===== src/rtl/alu_mem_unit.sv =====
// Execute/memory slice: ALU-control decode, 16-bit ALU and an 8-word data memory
// addressed by the ALU result (word index = alu_result[3:1]).
module alu_mem_unit (
  input  logic        clk,
  input  logic        reset,
  input  logic [1:0]  alu_op,
  input  logic [3:0]  opcode,
  input  logic [15:0] a,
  input  logic [15:0] b,
  input  logic [15:0] mem_write_data,
  input  logic        mem_write_enable,
  input  logic        mem_read_enable,
  output logic [2:0]  alu_cnt,
  output logic [15:0] alu_result,
  output logic        iszero,
  output logic [15:0] mem_read_data
);

  typedef enum logic [2:0] {
    FN_ADD = 3'b000,
    FN_SUB = 3'b001,
    FN_INV = 3'b010,
    FN_SLL = 3'b011,
    FN_SRL = 3'b100,
    FN_AND = 3'b101,
    FN_OR  = 3'b110,
    FN_SLT = 3'b111
  } alu_fn_t;

  alu_fn_t     fn;
  logic [15:0] mem [8];
  logic [2:0]  word_idx;

  always_comb begin
    fn = FN_ADD;
    unique case (alu_op)
      2'b01: fn = FN_SUB;
      2'b00: begin
        unique case (opcode)
          4'b0010: fn = FN_ADD;
          4'b0011: fn = FN_SUB;
          4'b0100: fn = FN_INV;
          4'b0101: fn = FN_SLL;
          4'b0110: fn = FN_SRL;
          4'b0111: fn = FN_AND;
          4'b1000: fn = FN_OR;
          4'b1001: fn = FN_SLT;
          default: fn = FN_ADD;
        endcase
      end
      default: fn = FN_ADD;
    endcase
  end

  assign alu_cnt = fn;

  // Shifts use the full 16-bit b, so amounts of 16 or more naturally produce 0.
  always_comb begin
    alu_result = '0;
    unique case (fn)
      FN_ADD: alu_result = a + b;
      FN_SUB: alu_result = a - b;
      FN_INV: alu_result = ~a;
      FN_SLL: alu_result = a << b;
      FN_SRL: alu_result = a >> b;
      FN_AND: alu_result = a & b;
      FN_OR:  alu_result = a | b;
      FN_SLT: alu_result = (a < b) ? 16'd1 : 16'd0;
      default: alu_result = '0;
    endcase
  end

  assign iszero   = (alu_result == 16'h0000);
  assign word_idx = alu_result[3:1];

  always_ff @(posedge clk or posedge reset) begin
    if (reset) begin
      mem <= '{default: '0};
    end else if (mem_write_enable) begin
      mem[word_idx] <= mem_write_data;
    end
  end

  assign mem_read_data = mem_read_enable ? mem[word_idx] : '0;

endmodule


===== config.mk =====
export PLATFORM = sky130hd
export DESIGN_NAME = alu_mem_unit
export DESIGN_NICKNAME = d
export VERILOG_FILES = /design/src/rtl/alu_mem_unit.sv
export SDC_FILE = /design/constraint.sdc
export NUM_CORES = 1
export LEC_CHECK = 0
export CAP_MARGIN = 0
export CORE_MARGIN = 4
export CORE_UTILIZATION = 30
export CTS_CLUSTER_DIAMETER = 80
export DETAILED_ROUTE_END_ITERATION = 8
export GPL_TIMING_DRIVEN = 0
export PLACE_DENSITY = 0.5
export SKIP_LAST_GASP = 1
export SYNTH_ARGS = -nofsm -noshare
export SYNTH_HDL_FRONTEND = slang
export SYNTH_SLANG_ARGS = --single-unit

===== constraint.sdc =====
create_clock -name clk -period 11.3 [get_ports clk]
set_input_delay 2.26 -clock clk [delete_from_list [all_inputs] [get_ports clk]]
set_output_delay 2.26 -clock clk [all_outputs]
set_load 0.02 [all_outputs]

==> results of run 1 <==
kinds of logic after synthesis:
| family | Yosys count | synth area share, % |
|---|---|---|
| buffers and inverters | 121 | 5.158 |
| flip-flops | 128 | 30.85 |
| AND/OR/NAND/NOR | 228 | 12.16 |
| multiplexers | 273 | 31.13 |
| adder cells (fa/ha/maj) | 50 | 6.171 |
| AO/OA/AOI/OAI | 200 | 14.02 |
| XOR/XNOR | 6 | 0.5062 |
power groups by stage:
| stage | combinational, mW | clock (mW) | sequential [mW] |
|---|---|---|---|
| 6_report | 0.886 | 0.531 | 0.801 |
| 5_1_grt | 0.964 | 0.563 | 0.830 |
| 4_1_cts | 0.891 | 0.542 | 0.801 |
| 3_5_place_dp | 0.889 | 0 | 0.806 |
| 3_3_place_gp | 0.872 | 0 | 0.799 |
| 2_1_floorplan | 0.638 | 0 | 0.776 |
per-layer routing:
metal | track usage (%) | vias to the layer above
met3 | 3.215 | 54
met2 | 28.63 | 304
met5 | 0 | -
met1 | 25.06 | 4394
li1 | - | 4040
met4 | 4.922 | 0
cell usage after synthesis, types with 25 or more instances:
library cell	n
clkbuf_1	37
buf_2	25
mux2i_1	111
o21ai_0	25
inv_1	46
nand2_1	30
mux2_2	129
a21oi_1	35
nor3_1	28
ha_1	48
nor2_1	51
dfrtp_1	128
final cells by class:
| type | count | area (um^2) | share of cell area (%) |
|---|---|---|---|
| sequential | 128 | 3203 | 25.74 |
| timing repair buffer | 91 | 928.4 | 7.460 |
| clock buffer | 18 | 439.2 | 3.529 |
| inverter | 48 | 185.2 | 1.488 |
| tap | 448 | 560.5 | 4.504 |
| clock inverter | 14 | 131.4 | 1.056 |
| buffer | 73 | 355.3 | 2.855 |
| multi-input combinational | 757 | 6643 | 53.37 |
through the flow:
step / area [um^2] / power [mW]
floorplan: 10380 / 1.414
global placement: 11840 / 1.671
detailed placement: 11880 / 1.694
CTS: 12450 / 2.235
global route: 12450 / 2.357
finish: 12450 / 2.218
worst paths after layout:
kind                                     end  depth (start not counted)
min                                  mem[54]                          1
max                        mem_read_data[14]                         15
max reg2reg                         mem[106]                          1
min in group asynchronous            mem[22]                          2
max in group asynchronous            mem[81]                          3
min reg2reg                          mem[54]                          1
critical path, stage by stage:
cell	delay, ns
clkdlybuf4s50_1	0.51
clkbuf_1	0.30
inv_2	0.18
buf_1	0.41
ha_1	0.47
clkbuf_1	0.40
inv_1	0.08
a21oi_1	0.18
o22ai_1	0.10
o21ai_0	0.30
o2111ai_2	0.52
nor2_1	0.74
clkbuf_1	0.58
a22o_1	0.31
clkdlybuf4s50_1	0.63
==> results by group, run 1 <==
Floorplanning
  • Top Ports: between 90 and 100
  • Die width: about 190 um
  • Die H: approximately 190 um
  • Core Area: 33,870 um^2
  • Rows: between 60 and 70
  • Effective utilization at floorplan: between 30 and 40%
  • DIE AREA: around 38,000 um^2

Worst hold path
  • HP Start: mem[54]
  • Min-Delay Path Class: flop to flop

Power
  • Clock share of power: a little under a quarter
  • Combinational Power Share: roughly two fifths
  • Sw power: 751.2 uW
  • Internal power component: between 1 and 1.5 mW
  • Flop pwr share: 36.1%
  • Leak: just over 5 nW
  • Pwr dens: 178.2 nW/um^2
  • Max VDD drop: around 0.12 mV
  • Sw frac: between 30% and 40%

Cells and area
  • Layout cells sized above 1: around 22%
  • Nets: 1,224
  • Synth-to-Final Area Change: 19.89%
  • Commonest non-fill, non-tap cell in the layout: mux2_2
  • Fin util: between 30% and 40%
  • Biggest regs: mem: 128 flops
  • Filler cells: between 3,000 and 4,000
  • Ant. Diodes: 0
  • Max reg flops: around 130
  • Most flops, register: mem
  • Most frequent cells in the layout: 129 x mux2_2, 128 x dfrtp_1, 111 x mux2i_1
  • Fin cells: 1,577

STA
  • Final period utilization: ~91%
  • Headroom to the max-slew limit: between 40% and 50%
  • Worst-margin pin slew: around 0.9 ns
  • WHS: just over 0.5 ns
  • Final Worst Setup Slack: about 1.1 ns
  • Max Clock Freq: a little under 100 MHz
  • Fin. max-slew vios: 0
  • Setup Skew: 0 ns
  • Unrepaired setup endpoints after global routing: no
  • Hold Vio Cnt, Final: 0
  • Final setup fails: 0
  • Final TNS setup: 0 ns
  • Minimum clock period: 10.25 ns

Routing
  • Drt via density: ~5.6
  • Drt initial violations: approximately 920
  • DR pass1 iterations: 5
  • Met3 WL: slightly above 2 mm
  • DR WL/cell: roughly 22 um
  • Top Layer Used: met4
  • Vias: 8,792
  • Metal1 wirelength: ~16 mm
  • Final ANT Viol Nets: 0
  • Met2 WL: approximately 16 mm
  • # DRC: 0
  • Post-Route WL: 34.75 mm

Place
  • Detail Placement HPWL: between 20 and 30 mm
  • IO Port Bufs: 90
  • Routability cong.: roughly 0.96
  • Dpl ws: ~1.0 ns
  • Post-placement cell count: about 1,500

Global routing
  • First-pass GRT wire length: 53.43 mm
  • Largest net degree at the start of global routing: approximately 80
  • Number of global-route vias before repair: approximately 8,900
  • Tot GR Track Use: approximately 18%
  • Antenna violations before repair: 0
  • Total global routing overflow: 0

Clock network
  • Clock Path Buffers: 2
  • CTS buffer count: 17
  • Clk Latency, worst-skew pair: roughly 0.42 ns
  • Clock Pin Slew Worst Setup and Hold Paths: about 0.060 ns
  • # resized after CTS: 0
  • CTS tree: built
  • Setup bufs post-CTS: 0
  • Hold_buf cts: 0
  • CTS root buffer: clkbuf_16
  • H-tree levels: 4
  • CTS Sinks: 128

Synthesis
  • Synthesized area: between 10,000 and 15,000 um^2
  • Synthesized area per cell: around 10 um^2
  • Post-synth EDFFs: 0
  • Cell taking the most area after synthesis: dfrtp_1
  • Yosys warnings: 0
  • Share of flip-flops with an asynchronous set or reset: 100.0%
  • Mapped Nets: roughly 1,100
  • Post-synthesis register bit count: ~130
  • Sequential-to-total area share from yosys stat: between 30 and 40%
  • Synth Flop Type: dfrtp_1
  • Synth top area share: 30.85%
  • Synth area leaders: dfrtp_1 31%, mux2_2 14%, mux2i_1 11%
  • Synth Instances: between 1,000 and 1,500
  • Post-synth cell types: 85

Critical path
  • CP startpoint kind: input port
  • R2r setup slk: around 11 ns
  • Critical path arrival: 7.99 ns
  • Worst reg2reg path startpoint: mem[106]
  • Worst EP required: between 9 and 10 ns
  • Critical Path Source: b[2]
  • Critical path type: input port to output port
  • CP max FO: 11
  • Worst setup EP type: output port

Status
  • Status: complete, no violations

Flow run
  • Number of max-cap violations: 0
Power figures use the tool's default switching activity.
==> run 2, diff against run 1 <==
--- a/config.mk
+++ b/config.mk
@@ -15,2 +15,3 @@
 export SKIP_LAST_GASP = 1
+export SLEW_MARGIN = 20
 export SYNTH_ARGS = -nofsm -noshare
==> constraint.sdc (replaced) <==
create_clock -name clk -period 11.3 [get_ports clk]
set_input_delay 1.695 -clock clk [delete_from_list [all_inputs] [get_ports clk]]
set_output_delay 1.695 -clock clk [all_outputs]
set_load 0.02 [all_outputs]
==> run 2 against run 1 <==
  * Power is essentially flat
  * Via count shrank 0.11%
  * Non-clock buffer count is the same
  * Global-route usage unchanged
  * Core utilization hardly changed
  * Cell area is essentially flat
  * Critical path depth did not move
  * Die area stayed put
  * First-iteration DRC count stayed put
==> results by group, run 2 (synthesized netlist as in run 1, its figures left out) <==
Status
  • Status: complete, no violations

Cells and area
  • Ant. Diodes: 0 (unchanged)
  • Layout cells sized above 1: 21.79% (unchanged)
  • Filler cells: 3,438 (-0.029%)
  • Final Cell Area: 12,450 um^2 (about the same)
  • Nets: 1,224 (unchanged)
  • Max reg flops: 128 (unchanged)
  • Synth-to-Final Area Change: 19.91% (about the same)
  • Biggest regs: mem: 128 flops
  • Most flops, register: mem
  • Commonest non-fill, non-tap cell in the layout: mux2_2
  • Most frequent cells in the layout: 129 x mux2_2, 128 x dfrtp_1, 111 x mux2i_1

Floorplanning
  • Rows: 67 (unchanged)
  • Core Area: 33,870 um^2 (unchanged)
  • DIE AREA: 37,640 um^2 (unchanged)
  • Die width: 194.0 um (unchanged)
  • Effective utilization at floorplan: 30.65% (unchanged)
  • Die H: 194.0 um (unchanged)
  • Top Ports: 94 (unchanged)

Power
  • Pwr dens: 178.2 nW/um^2 (about the same)
  • Max VDD drop: 0.1199 mV (about the same)
  • Leak: 5.150 nW (about the same)

Routing
  • Met3 WL: 1.932 mm (-6.2%)
  • DR WL/cell: 22.03 um (about the same)
  • DR pass1 iterations: 5 (unchanged)
  • Top Layer Used: met4
  • Final ANT Viol Nets: 0 (unchanged)
  • Drt via density: 5.569 (-0.11%)
  • # DRC: 0 (unchanged)
  • Metal1 wirelength: 16.03 mm (+0.48%)
  • Post-Route WL: 34.74 mm (about the same)
  • Met2 WL: 16.01 mm (+0.18%)
  • Drt initial violations: 918 (unchanged)
  • Vias: 8,782 (-0.11%)

Critical path
  • CP max stage cell: nor2_1
  • CP max FO: 11 (unchanged)
  • Max incr delay on CP: 0.74 ns (about the same)
  • R2r setup slk: 10.52 ns (about the same)
  • CP startpoint kind: input port
  • Critical path arrival: 7.42 ns (-0.57 ns)
  • CP dominant cell by count: clkbuf_1
  • Critical-path cell list: clkdlybuf4s50_1 > clkbuf_1 > inv_2 > buf_1 > ha_1 > clkbuf_1 > inv_1 > a21oi_1 > o22ai_1 > o21ai_0 > o2111ai_2 > nor2_1 > clkbuf_1 > a22o_1 > clkdlybuf4s50_1
  • Worst reg2reg path startpoint: mem[106]
  • Critical path type: input port to output port
  • Critical Path Source: b[2]
  • Worst setup EP type: output port
  • Worst EP required: 9.61 ns (+0.57 ns)

Clock network
  • Setup bufs post-CTS: 0 (unchanged)
  • CTS root buffer: clkbuf_16
  • CTS Sinks: 128 (unchanged)
  • Clock Path Buffers: 2 (unchanged)
  • CTS buffer count: 17 (unchanged)
  • # resized after CTS: 0 (unchanged)
  • Clk Latency, worst-skew pair: 0.42 ns (about the same)
  • H-tree levels: 4 (unchanged)
  • Hold_buf cts: 0 (unchanged)
  • Clock Pin Slew Worst Setup and Hold Paths: 0.06 ns (about the same)
  • CTS tree: built

STA
  • Setup Skew: 0 ns (unchanged)
  • Final setup fails: 0 (unchanged)
  • Headroom to the max-slew limit: 41.37% (-0.28 points)
  • Max Clock Freq: 109.7 MHz (+12%)
  • Final period utilization: 80.69% (-10 points)
  • Fin. max-slew vios: 0 (unchanged)
  • Hold Vio Cnt, Final: 0 (unchanged)
  • Final TNS setup: 0 ns (unchanged)
  • Worst-margin pin slew: 0.8795 ns (+0.004232 ns)
  • Minimum clock period: 9.118 ns (-1.129 ns)
  • Unrepaired setup endpoints after global routing: no

Flow run
  • Number of max-cap violations: 0 (unchanged)

Global routing
  • Antenna violations before repair: 0 (unchanged)
  • Number of global-route vias before repair: 8,880 (unchanged)
  • Tot GR Track Use: 17.92% (unchanged)
  • Largest net degree at the start of global routing: 79 (unchanged)
  • Total global routing overflow: 0 (unchanged)
  • First-pass GRT wire length: 53.43 mm (unchanged)

Place
  • Routability cong.: 0.9574 (unchanged)
  • IO Port Bufs: 90 (unchanged)
  • Post-DP Area: 11,880 um^2 (about the same)
  • Detail Placement HPWL: 25.56 mm (about the same)

Worst hold path
  • Min-Delay Path Class: flop to flop
  • HP Start: mem[54]
==> run 2: cell count changes in the layout (fill, tap and decap cells not counted) <==
| cell | before | now |
|---|---|---|
| inv_6 | 5 | 4 |
| inv_8 | 0 | 1 |
==> run 2: through the flow <==
step           total power, mW  utilization, %  worst slack, ns  std cells  hold slack, ns
6_report                 2.218           36.76            2.182       1577          0.5028
5_1_grt                  2.357           36.76            1.852       1577          0.5095
4_1_cts                  2.235           36.76            2.164       1577          0.5049
3_5_place_dp             1.694           35.07            2.174       1545          0.4917
3_3_place_gp             1.671           34.97            2.298       1544          0.4863
2_1_floorplan            1.414               -            4.030       1006          0.4786
==> run 2: layout make-up <==
class / count / area [um^2] / share of cell area [%]
sequential: 128 / 3203 / 25.73
clock inverter: 14 / 131.4 / 1.055
timing repair buffer: 91 / 928.4 / 7.458
tap: 448 / 560.5 / 4.503
inverter: 48 / 187.7 / 1.508
clock buffer: 18 / 439.2 / 3.528
buffer: 73 / 355.3 / 2.855
multi-input combinational: 757 / 6643 / 53.36
==> run 2: worst paths after layout <==
| path | end | cells past startpoint |
|---|---|---|
| max | mem_read_data[14] | 15 |
| min | mem[54] | 1 |
| max reg2reg | mem[106] | 1 |
| min reg2reg | mem[54] | 1 |
| max in group asynchronous | mem[81] | 3 |
| min in group asynchronous | mem[22] | 2 |
==> run 2: per-layer routing <==
layer | track usage, % | vias to the layer above
li1 | - | 4042
met1 | 25.06 | 4379
met2 | 28.63 | 305
met3 | 3.215 | 56
met4 | 4.922 | 0
met5 | 0 | -
==> run 2: worst max-delay path, delay by kind of cell <==
family,cells,cell delay (ns)
AND/OR/NAND/NOR,1,0.74
AO/OA/AOI/OAI,5,1.41
adder cells (fa/ha/maj),1,0.47
buffers and inverters,8,3.08
==> run 2: power by group <==
part	internal, mW	switching, mW
combinational	0.467	0.420
sequential	0.690	0.112
clock	0.311	0.220
total	1.47	0.751
